### src/rtl/weight_sram_arbiter.sv
// weight_sram_arbiter
// Shares one weight SRAM read port among NUM_PU unique-weight-buffer
// requesters. One read is in flight at a time: IDLE picks a winner, ISSUE
// strobes the SRAM, WAIT counts SRAM_LAT cycles and captures the word,
// RETURN pulses the winner's word_ready with the captured word on SRAM_out.
//
// Configuration macro: WEIGHT_ARB_FIXED_PRIORITY_EN
//   undefined (default) : round-robin arbitration via rr_ptr
//   defined             : fixed priority, lowest eligible index wins
//
// Ports
//   clock, reset   : single clock, synchronous active-high reset
//   word_read      : per-PU level request, held until that PU's word_ready
//   word_counter   : per-PU 32-bit word index, PU i at [32i +: 32]
//   base_addr      : per-PU region base, PU i at [ADDR_W*i +: ADDR_W]
//   sram_rd_en     : one-cycle SRAM read strobe
//   sram_addr      : SRAM word address, valid with sram_rd_en
//   sram_rdata     : SRAM data, valid SRAM_LAT cycles after sram_rd_en
//   word_ready     : one-hot one-cycle data-valid pulse to the granted PU
//   SRAM_out       : registered read word broadcast to all PUs
//   grant_id       : index of the PU being served
//   busy           : high whenever the FSM is not in IDLE
module weight_sram_arbiter #(
  parameter int NUM_PU          = 4,
  parameter int ADDR_W          = 16,
  parameter int SRAM_LAT        = 1,
  parameter int WEIGHT_SRAM_LEN = 32
) (
  input  logic                         clock,
  input  logic                         reset,
  input  logic [NUM_PU-1:0]            word_read,
  input  logic [NUM_PU*32-1:0]         word_counter,
  input  logic [NUM_PU*ADDR_W-1:0]     base_addr,
  output logic                         sram_rd_en,
  output logic [ADDR_W-1:0]            sram_addr,
  input  logic [WEIGHT_SRAM_LEN-1:0]   sram_rdata,
  output logic [NUM_PU-1:0]            word_ready,
  output logic [WEIGHT_SRAM_LEN-1:0]   SRAM_out,
  output logic [$clog2(NUM_PU)-1:0]    grant_id,
  output logic                         busy
);

  localparam int          GW    = $clog2(NUM_PU);
  localparam int          CNT_W = 3;
  localparam int unsigned NPU   = NUM_PU;

  typedef enum logic [1:0] {
    IDLE   = 2'd0,
    ISSUE  = 2'd1,
    WAIT   = 2'd2,
    RETURN = 2'd3
  } state_e;

  state_e                      state_q, state_d;
  logic [GW-1:0]               grant_q, grant_d;
  logic [CNT_W-1:0]            cnt_q, cnt_d;
  logic                        just_ret_q, just_ret_d;
  logic                        sram_rd_en_q, sram_rd_en_d;
  logic [ADDR_W-1:0]           sram_addr_q, sram_addr_d;
  logic [NUM_PU-1:0]           word_ready_q, word_ready_d;
  logic [WEIGHT_SRAM_LEN-1:0]  sram_out_q, sram_out_d;
  logic                        busy_q, busy_d;
`ifndef WEIGHT_ARB_FIXED_PRIORITY_EN
  logic [GW-1:0]               rr_ptr_q, rr_ptr_d;
`endif

  // Arbitration
  logic [NUM_PU-1:0] mask;
  logic [NUM_PU-1:0] elig;
  logic              any_elig;
  logic [GW-1:0]     win;

  always_comb begin
    // The PU served last is masked for the one IDLE cycle right after
    // RETURN, so a requester that has not yet dropped word_read is not
    // granted a second read for the same word.
    mask     = just_ret_q ? (NUM_PU'(1) << grant_q) : '0;
    elig     = word_read & ~mask;
    any_elig = 1'b0;
    win      = '0;
`ifdef WEIGHT_ARB_FIXED_PRIORITY_EN
    for (int unsigned i = 0; i < NPU; i++) begin
      if (!any_elig && elig[GW'(i)]) begin
        any_elig = 1'b1;
        win      = GW'(i);
      end
    end
`else
    for (int unsigned i = 0; i < NPU; i++) begin
      int unsigned   idx;
      logic [GW-1:0] idx_g;
      idx = 32'(rr_ptr_q) + i;
      if (idx >= NPU) idx = idx - NPU;
      idx_g = GW'(idx);
      if (!any_elig && elig[idx_g]) begin
        any_elig = 1'b1;
        win      = idx_g;
      end
    end
`endif
  end

  // Address of the winner, truncated to ADDR_W (wraps silently)
  logic [ADDR_W-1:0] base_sel;
  logic [31:0]       wc_sel;
  logic              unused_wc_hi;

  always_comb begin
    base_sel = base_addr[win*ADDR_W +: ADDR_W];
    wc_sel   = word_counter[win*32 +: 32];
  end

  assign unused_wc_hi = ^wc_sel;

  // Next-state logic; every output is the flop of its _d value
  always_comb begin
    state_d      = state_q;
    grant_d      = grant_q;
    cnt_d        = cnt_q;
    just_ret_d   = 1'b0;
    sram_rd_en_d = 1'b0;
    sram_addr_d  = sram_addr_q;
    word_ready_d = '0;
    sram_out_d   = sram_out_q;
    busy_d       = busy_q;
`ifndef WEIGHT_ARB_FIXED_PRIORITY_EN
    rr_ptr_d     = rr_ptr_q;
`endif
    unique case (state_q)
      IDLE: begin
        if (any_elig) begin
          state_d      = ISSUE;
          grant_d      = win;
          sram_rd_en_d = 1'b1;
          sram_addr_d  = base_sel + wc_sel[ADDR_W-1:0];
          busy_d       = 1'b1;
`ifndef WEIGHT_ARB_FIXED_PRIORITY_EN
          rr_ptr_d     = (win == GW'(NUM_PU-1)) ? '0 : win + GW'(1);
`endif
        end
      end
      ISSUE: begin
        state_d = WAIT;
        cnt_d   = '0;
      end
      WAIT: begin
        if (cnt_q == CNT_W'(SRAM_LAT-1)) begin
          state_d      = RETURN;
          sram_out_d   = sram_rdata;
          word_ready_d = NUM_PU'(1) << grant_q;
        end else begin
          cnt_d = cnt_q + CNT_W'(1);
        end
      end
      RETURN: begin
        state_d    = IDLE;
        busy_d     = 1'b0;
        just_ret_d = 1'b1;
      end
      default: state_d = IDLE;
    endcase
  end

  always_ff @(posedge clock) begin
    if (reset) begin
      state_q      <= IDLE;
      grant_q      <= '0;
      cnt_q        <= '0;
      just_ret_q   <= 1'b0;
      sram_rd_en_q <= 1'b0;
      sram_addr_q  <= '0;
      word_ready_q <= '0;
      sram_out_q   <= '0;
      busy_q       <= 1'b0;
`ifndef WEIGHT_ARB_FIXED_PRIORITY_EN
      rr_ptr_q     <= '0;
`endif
    end else begin
      state_q      <= state_d;
      grant_q      <= grant_d;
      cnt_q        <= cnt_d;
      just_ret_q   <= just_ret_d;
      sram_rd_en_q <= sram_rd_en_d;
      sram_addr_q  <= sram_addr_d;
      word_ready_q <= word_ready_d;
      sram_out_q   <= sram_out_d;
      busy_q       <= busy_d;
`ifndef WEIGHT_ARB_FIXED_PRIORITY_EN
      rr_ptr_q     <= rr_ptr_d;
`endif
    end
  end

  assign sram_rd_en = sram_rd_en_q;
  assign sram_addr  = sram_addr_q;
  assign word_ready = word_ready_q;
  assign SRAM_out   = sram_out_q;
  assign grant_id   = grant_q;
  assign busy       = busy_q;

endmodule

### config.mk
export PLATFORM = sky130hd
export DESIGN_NAME = weight_sram_arbiter
export DESIGN_NICKNAME = d
export VERILOG_FILES = /design/src/rtl/weight_sram_arbiter.sv
export SDC_FILE = /design/constraint.sdc
export NUM_CORES = 1
export LEC_CHECK = 0
export ABC_AREA = 1
export BUFFER_PORTS_ARGS = -buffer_cell sky130_fd_sc_hd__buf_2
export CORE_AREA = 2 2 111 113
export CTS_BUF_LIST = sky130_fd_sc_hd__clkbuf_16
export DETAILED_ROUTE_END_ITERATION = 7
export DIE_AREA = 0 0 113 115
export PLACE_DENSITY = 0.73
export SLEW_MARGIN = 20
export SYNTH_ARGS = -nofsm -noshare
export SYNTH_HDL_FRONTEND = slang
export SYNTH_SLANG_ARGS = --single-unit
### constraint.sdc
create_clock -name clock -period 3.43 [get_ports clock]
set_clock_uncertainty 0.15 [all_clocks]
set_input_delay 0.686 -clock clock [delete_from_list [all_inputs] [get_ports clock]]
set_output_delay 0.686 -clock clock [all_outputs]
set_load 0.02 [all_outputs]
-- Word level (Yosys, flattened, before mapping)
Cells that the tools add are included.
- $add $sub $neg: 10
- $mul: 0
- divide/modulo/power cells: 0
- order comparisons: 8
- equality and inequality tests: 7
- shift-type cells: 3
- muxes and demuxes: 31
- bitwise logic cells: 5
- reduce and logical (&&, ||, !) cells: 17
- operators by type and width (kind ; number):
    $shiftx A128 B8 Y16 ; 1
    $shiftx A64 B7 Y16 ; 1
    $mux W2 ; 11
    $add A16 B16 Y16 ; 1
    $lt A2 B3 Y1 const B ; 4
    $mux W1 ; 11
    $reduce_and A2 Y1 ; 5
    $ge A3 B3 Y1 const B ; 3
    $bmux W1 S2 ; 4
    $pmux W2 S4 ; 1
    $sub A2 B1 Y2 const B ; 4
    $add A2 B2 Y3 const B ; 2
    $eq A2 B2 Y1 const B ; 3
    $ne A2 B2 Y1 const B ; 3
    $pmux W3 S2 ; 1
    $and A4 B4 Y4 ; 1
    $mux W4 ; 1
    $not A4 Y4 ; 1
    $reduce_bool A2 Y1 ; 2
    $shl A1 B2 Y4 const A ; 1
    $add A2 B1 Y3 const B ; 1
    $add A3 B1 Y3 const B ; 1
    $ge A2 B3 Y1 const B ; 1
    $logic_and A1 B1 Y1 ; 3
    10 further kinds ; 14
- register bits: 64
- latch bits: 0
- RAM bits: 0
- ROM bits: 0
- output and inout port bits: 56
- logic and storage cells: 91
- memories kept: 0

-- Depth between registers and ports, before layout
Gate-level depths: netlist (run 1).
- word-level depth: 18
- depth in mapped cells: 27
- mapped depth without buffers: 26

-- Worst setup path after synthesis (run 1)
OpenSTA, ideal clock, no wires.
- kind: register to register
- start point: register grant_q[1], in the netlist grant_id[1]
- end point: register sram_addr_q[12], in the netlist sram_addr[12]
- library setup time: 0.074 ns
- arrival time: 3.510 ns
- setup slack: -0.304 ns
- cell stages (with the launch flop): 25
- buffers on the path: 2
- period minus slack after synthesis: 3.734 ns
- cell sequence: dfxtp_1 -> inv_2 -> nand3_1 -> nand3_1 -> nand2_1 -> nand2_2 -> nand2_1 -> nor2_1 -> nor2_1 -> nand2_2 -> nand2_2 -> buf_6 -> buf_4 -> nor2_1 -> o22ai_1 -> ha_1 -> inv_1 -> fa_1 -> o31ai_1 -> a21boi_0 -> o21ai_0 -> nand2_1 -> nand2_1 -> nand2_1 -> a31oi_1
- word-level cells in the longest chain between the ends: 18
- RTL lines (item ; line ; text):
    start: declaration ; 55 ; logic [GW-1:0] grant_q, grant_d;
    start signal: assignment ; 180 ; grant_q <= grant_d;
    $shl A1 B2 Y4 (*) ; 77 ; mask = just_ret_q ? (NUM_PU'(1) << grant_q) : '0;
    $mux W4 (*) ; 77 ;
    $not A4 Y4 (*) ; 78 ; elig = word_read & ~mask;
    $and A4 B4 Y4 (*) ; 78 ;
    $bmux W1 S2 ; 95 ; if (!any_elig && elig[idx_g]) begin
    $mux W1 (not written as such) ; 95 ;
    $mux W1 ; 95 ;
    $logic_not A1 Y1 ; 95 ;
    [... 2 more ...] ; -- ;
    $logic_not A1 Y1 ; 95 ;
    $logic_and A1 B1 Y1 ; 95 ;
    $mux W1 ; 95 ;
    $logic_not A1 Y1 ; 95 ;
    $logic_and A1 B1 Y1 ; 95 ;
    $mux W2 ; 95 ;
    $shiftx A128 B8 Y16 or $shiftx A64 B7 Y16 (tied branches) ; 110, 109 ;
    $add A16 B16 Y16 ; 135 ; sram_addr_d = base_sel + wc_sel[ADDR_W-1:0];
    end signal: assignment ; 184 ; sram_addr_q <= sram_addr_d;
    end: declaration ; 59 ; logic [ADDR_W-1:0] sram_addr_q, sram_addr_d;
Every way passes the cells marked *; elsewhere a longest branch is shown, timed or not. The select of a mux whose other input is x is not followed.
A chain may end at the register's enable or synchronous reset.

-- Worst setup path in the final report (run 1)
- start point: register rr_ptr_q[0]
- end point: register sram_addr_q[15], in the netlist sram_addr[15]
- word-level cells in the longest chain between the ends: 16
- RTL lines (item ; line ; text):
    start: declaration ; 64 ; logic [GW-1:0] rr_ptr_q, rr_ptr_d;
    start signal: assignment ; 189 ; rr_ptr_q <= rr_ptr_d;
    parallel branches: the longest is 16 deep, another holds $add A2 B1 Y3 ; -- ;
Several ways; the timed one is not identified. The select of a mux whose other input is x is not followed.

==> impl_results.md, run 1 <==
- Pre-antenna DRT Iters: 7
- # IOs: roughly 290
- Slew Limit Headroom: 0.3365
- CP Data Arrival Time: 3730 ps
- Syn Area/Cell: approximately 6.8 um2
- Commonest non-fill, non-tap cell in the layout: buf_2
- Die height: ~120 um
- Final setup vio count: 11
- Clock Latency Late Sink: about 320 ps
- Core area: around 0.012 mm2
- Max Fanout on Critical Path: 22
- Sequential cell area fraction in the yosys report: 0.3074
- Clock Pin Slew Worst Setup and Hold Paths: around 50 ps
- Via Count: 5451
- RR Startpoint: rr_ptr_q[0]
- Grt total ovfl: 0
- Least-Margin Pin Slew: between 900 and 1000 ps
- FILL cells: 1060
- Initial antenna violation count: 0
- CP Launch Point: rr_ptr_q[0]
- PnR worst setup slack: -227.0 ps
- Yosys reg bits: 64
- CP max stage delay: 370 ps
- Vias in the first global route: 5039
- Synth Flop Type: dfxtp_1
- Yosys warnings: 0
- Dpl cell area: between 0.005 and 0.006 mm2
- Critical path cell sequence: buf_12, xnor2_4, nand3_2, nand2_4, nand2_2, nor2_2, nand3_2, nand2_4, buf_8, o21ai_1, o22ai_1, ha_4, buf_4, a31oi_4, o21ai_4, a21oi_2, buf_4, inv_1, nand3_1, nand3_1, nand2_1, inv_1
- First-pass GRT wire length: ~24000 um
- Unique masters post-synth: 39
- Post-synth EDFFs: 0
- Full die area: ~0.013 mm2
- Critical path endpoint category: register
- Post-synth ARST share: 0
- Die X: roughly 110 um
- Peak Freq: roughly 270 MHz
- Post-DR vias/cell: 5.147
- Final min period: ~3700 ps
- Hold-fix buffers, CTS: 0
- Diode count: 0
- Post-route cell area: around 0.0072 mm2
- Setup CP Type: register to register
- Layout cells sized above 1: 0.5011
- Final GP Congestion: a little under 0.9
- Cells after Synth: 610
- Post-route insts no fill: 1059
- GR Util All Layers: 0.2274
- Setup_tns: -1717 ps
- Clock Sink Count: between 60 and 70
- Pins over their slew limit: 0
- Most frequent cells in the layout: 221 x buf_2, 118 x nor2_1, 82 x buf_4
- Largest net degree at the start of global routing: 37
- Port bufs: around 220
- Hold Vio Cnt, Final: 0
- Critical Path RT: approximately 3500 ps
- CTS H-tree depth: 3
- DRT Wirelength: approximately 17000 um
- Post-DP HPWL: approximately 11000 um
- Post-Syn Nets: 864
- Layout Nets: between 1k and 1.5k
- CTS tree: done
- RSZ-0062 raised after global routing: yes
- CTS Buf Count: 9
- Hold Startpoint: sram_addr[0]
- DRC violations left: 7
- Post-detailed-route wirelength per cell: between 15 and 20 um
- Critical Path Start Type: register
- Status: finished with violations
- Tcrit/Tclk final: 1.066
- Max Cap Viol: 0
- Initial Util: 0.3529
- Final ANT Viol Nets: 0
- Slowest-stage cell, CP: dfxtp_4
- Hold WC Path Type: register to register
- Root Driver: clkbuf_16
- Number of DRC markers in iteration 0: 401
- Synth-to-layout area growth: 72.38%
- Placed cell count: 1017
- Syn Std Cell Area: between 0.004 and 0.005 mm2
- Maximum clock insertion buffer count: 2
- Core Rows: 40
- Failing checks: DRC, setup timing
- Fin util: 0.6083
-- worst paths after layout --
check | end | slack (ps) | cells after the start
min | sram_addr[0] | 340 | 2
max | sram_addr[15] | -230 | 22
min reg2reg | sram_addr[0] | 340 | 2
max reg2reg | sram_addr[15] | -230 | 22
-- what timing repair did --
action,in CTS,in global routing
cloned,3,3
pin swaps,34,38
buffers inserted,13,10
setup endpoints to repair,11,12
gates resized for setup,78,106
-- layer usage --
| layer | vias to the layer above | wire length [um] | track usage |
|---|---|---|---|
| met5 | - | 0 | 0 |
| li1 | 2688 | - | - |
| met1 | 2510 | 6918 | 0.3026 |
| met2 | 225 | 8181 | 0.3709 |
| met3 | 28 | 1111 | 0.05377 |
| met4 | 0 | 297 | 0.06341 |
-- sequential cells by signal (all words and copies together), names as in the netlist --
signal and count:
grant_id 2, SRAM_out 32, state_q 2, just_ret_q 1
busy 1, rr_ptr_q 2, cnt_q 3, sram_addr 16
word_ready 4, sram_rd_en 1
-- cells by family (layout without fill, tap and decap cells) --
logic type,Yosys count,count (layout),share of synthesized area
AO/OA/AOI/OAI,193,193,0.2540
XOR/XNOR,18,18,0.03963
adder cells (fa/ha/maj),24,24,0.07385
buffers and inverters,68,370,0.08136
flip-flops,64,64,0.3074
AND/OR/NAND/NOR,243,243,0.2438
-- worst max-delay path, delay by kind of cell (launching register included) --
| kind | cells | cell delay [ps] |
|---|---|---|
| AO/OA/AOI/OAI | 5 | 860 |
| flip-flops | 1 | 370 |
| XOR/XNOR | 1 | 150 |
| adder cells (fa/ha/maj) | 1 | 290 |
| buffers and inverters | 6 | 700 |
| AND/OR/NAND/NOR | 9 | 1010 |
-- area by class of cell --
| class | instances | area, um2 | share of cell area |
|---|---|---|---|
| Clock buffer | 9 | 225.2 | 0.03135 |
| Clock inverter | 6 | 52.55 | 0.007315 |
| Sequential cell | 64 | 1300 | 0.1809 |
| Inverter | 32 | 155.1 | 0.02160 |
| Timing Repair Buffer | 323 | 2093 | 0.2914 |
| Tap cell | 147 | 183.9 | 0.02560 |
| Multi-Input combinational cell | 478 | 3174 | 0.4418 |
-- cells in the mapped netlist (8+ instances only) --
library cell  number  area share
a21oi_1           44       0.053
nor2_1           124        0.11
inv_1             25       0.023
o22ai_1           22       0.033
nand3_1           27       0.032
nand2_1           67       0.060
clkbuf_1          12       0.011
nor3_1             8      0.0096
dfxtp_1           64        0.31
buf_2             11       0.013
xnor2_1           12       0.025
o21ai_0          100        0.12
ha_1              23       0.069
-- per-stage QoR --
step,hold slack [ps],setup WS [ps]
after floorplan,305.9,-4.025
after global placement,319.8,-470.9
after detailed placement,332.8,-480.0
after CTS,342.8,-90.53
after global routing,368.7,-393.3
final,338.5,-227.0
Power of run 1 is left out: the tool's default activity adds up to more than one toggle a clock period on the data nets, which glitch-free logic cannot reach.
==> inputs of run 2 (changes only) <==
ABC_AREA = default   (was 1)
CORE_AREA = 2 2 112 114   (was 2 2 111 113)
DIE_AREA = 0 0 114 116   (was 0 0 113 115)
PLACE_DENSITY = 0.72   (was 0.73)
==> impl_results.md, run 2 <==
- Post-DP HPWL: between 10000 and 15000 um
- DRT Wirelength: 13660 um
- Synth Flop Type: dfxtp_1
- Setup CP Type: register to register
- Post-detailed-route wirelength per cell: around 14 um
- Dpl cell area: 0.005889 mm2
- Cells after Synth: 539
- CP max stage delay: roughly 500 ps
- Via Count: between 4k and 5k
- Leading area contributor after synthesis: dfxtp_1
- Most frequent cells in the layout: 221 x buf_2, 105 x nand2_1, 83 x a21oi_1
- RSZ-0062 raised after global routing: yes
- Slew Limit Headroom: 0.4798
- Final GP Congestion: a little under 0.9
- Least-Margin Pin Slew: between 700 and 800 ps
- Final setup vio count: 13
- Post-route cell area: approximately 0.0065 mm2
- PnR worst setup slack: -612.8 ps
- Pleak: roughly 3.1 nW
- Pre-CTS setup slack: -878.0 ps
- First-pass GRT wire length: 20420 um
- Slowest-stage cell, CP: mux4_2
- Buffers & Inverters on Critical Path: 2
- Pre-antenna DRT Iters: 4
- CTS Buf Count: 9
- Final ANT Viol Nets: 0
- Post-synth top cells: 105 x nand2_1, 89 x a21oi_1, 64 x dfxtp_1
- Worst Hold Path EP: SRAM_out[9]
- Unique masters post-synth: 47
- Reg2reg end: sram_addr[12]
- Layout cells sized above 1: 0.4402
- Hold depth: 2
- Sequential cell area fraction in the yosys report: 0.3049
- Crit-path leading delay family: compound AO/OA/AOI/OAI gates
- Hold Vio Cnt, Final: 0
- Syn Std Cell Area: approximately 0.0042 mm2
- Initial antenna violation count: 0
- Number of DRC markers in iteration 0: approximately 360
- Hold Startpoint: SRAM_out[9]
- Diode count: 0
- Largest net degree at the start of global routing: just over 40
- Clock Sink Count: between 60 and 70
- Synth area leaders: dfxtp_1 30%, a21oi_1 11%, mux2i_1 9.5%, nand2_1 9.4%, ha_1 6.8%
- Yosys warnings: 0
- Synth-to-layout area growth: 54.81%
- Critical Path Start Type: register
- Critical Path RT: about 3500 ps
- Max IR drop VDD: 1.064 mV
- Die height: 116 um
- Pins over their slew limit: 0
- Most numerous cell in the Yosys netlist: nand2_1
- Root Driver: clkbuf_16
- CTS H-tree depth: 3
- Vias in the first global route: between 4k and 5k
- CTS tree: done
- Clock Pin Slew Worst Setup and Hold Paths: ~50 ps
- Full die area: ~0.013 mm2
- Tcrit/Tclk final: 1.179
- PwrDens: roughly 1500 mW/mm2
- Post-Syn Nets: just under 800
- Reg2Reg Depth: 18
- Fin util: 0.5462
- Die X: 114 um
- DRC violations left: 0
- Yosys reg bits: 64
- Max Cap Viol: 0
- Post-synth ARST share: 0
- Commonest non-fill, non-tap cell in the layout: buf_2
- CP Data Arrival Time: ~4100 ps
- Core area: roughly 0.012 mm2
- Clock Latency Late Sink: 310 ps
- Core Rows: 40
- Setup_tns: -5286 ps
- Cell seen most often among critical-path stages: a211o_1
- Post-DR vias/cell: 4.912
- Placed cell count: a little over 900
- Syn Area/Cell: ~7.8 um2
- # IOs: between 200 and 300
- Share of Yosys cell area claimed by the top area cell type: 0.3049
- Final min period: around 4000 ps
- Reg-to-reg slack, setup: -610 ps
- Post-route insts no fill: about 970
- Port bufs: around 220
- Hold-fix buffers, CTS: 0
- RR Startpoint: rr_ptr_q[0]
- Hold WC Path Type: register to register
- Critical path cell sequence: buf_8, mux2i_2, a31oi_4, nand2_1, mux4_2, o211a_4, a21oi_2, ha_2, inv_2, fa_2, nor2b_2, o21a_1, o21ai_2, a211o_1, and2_4, o221ai_2, nor4b_1, a211o_1
- Failing checks: setup timing
- Peak Freq: approximately 250 MHz
- Initial Util: 0.3528
- Status: finished with violations
- Layout Nets: 1071
- Maximum clock insertion buffer count: 2
- Grt total ovfl: 0
- Post-synth EDFFs: 0
- Max Fanout on Critical Path: 6
- Critical path endpoint category: register
- GR Util All Layers: 0.1917
- Max reg flops: 32
-- run 2: cell types whose count changed after synthesis, moves of 29 or more --
cell      before  now
nor2_1       124   20
o21ai_0      100    8
a21oi_1       44   89
mux2i_1        0   40
nand2_1       67  105
nor2b_1        0   32
a211oi_1       2   31
-- run 2: per-stage QoR --
step	hold slack [ps]	power, mW
6_report	299.1	10.04
5_1_grt	311.7	10.93
4_1_cts	300.5	9.560
3_5_place_dp	293.7	8.468
3_3_place_gp	289.4	8.428
2_1_floorplan	313.5	5.881
-- run 2: layout make-up --
cell class              count  area (um2)
clock buffers               9       225.2
repair buffers            302        1788
fillers                  1143        5405
well taps                 147       183.9
clock inverters             5       20.02
multi-input cells         427        2953
flip-flops and latches     64        1287
inverters                  13       48.80
-- run 2: power by group --
group	internal, mW	switching [mW]	leakage [nW]	total (mW)
Sequential	0.954	0.122	0.525	1.08
Combinational	4.11	4.11	2.43	8.22
Clock	0.466	0.276	0.132	0.743
-- run 2: worst max-delay path by stage --
stage / startpoint / end / slack [ps] / cells after the start
floorplan: word_read[0] / sram_addr[12] / -600 / 19
global placement: word_read[0] / sram_addr[12] / -820 / 18
detailed placement: word_read[0] / sram_addr[12] / -880 / 17
CTS: rr_ptr_q[0] / sram_addr[12] / -540 / 17
global route: grant_id[1] / sram_addr[15] / -770 / 17
finish: rr_ptr_q[0] / sram_addr[12] / -610 / 18
-- run 2: what timing repair did --
action	in CTS	in global routing
setup endpoints to repair	12	13
resized for setup	14	31
pin swaps	10	13
buffers inserted	7	11
gates cloned	1	0
-- run 2: layer usage --
layer	GRT usage	wire [um]
met3	0.04132	620
met2	0.3417	6979
met5	0	0
met1	0.2356	5895
met4	0.04878	167
-- run 2: worst register-to-register path, stage by stage (launching register included) --
cell,delay [ps]
dfxtp_4,370
buf_8,140
mux2i_2,160
a31oi_4,220
nand2_1,110
mux4_2,500
o211a_4,200
a21oi_2,130
ha_2,200
inv_2,40
fa_2,380
nor2b_2,130
o21a_1,140
o21ai_2,60
a211o_1,340
and2_4,180
o221ai_2,140
nor4b_1,80
a211o_1,250
-- run 2: kinds of logic (layout without fill, tap and decap cells) --
kind of cell	count (synthesis)	after routing	share of synthesized area
buf+inv	49	329	0.05091
xor+xnor	15	15	0.03305
compound gates	158	159	0.2331
flops	64	64	0.3049
mux	41	41	0.1006
simple gates	188	188	0.2042
fa+ha+maj	24	24	0.07324
Note: power is estimated with default switching activity, not from simulation.
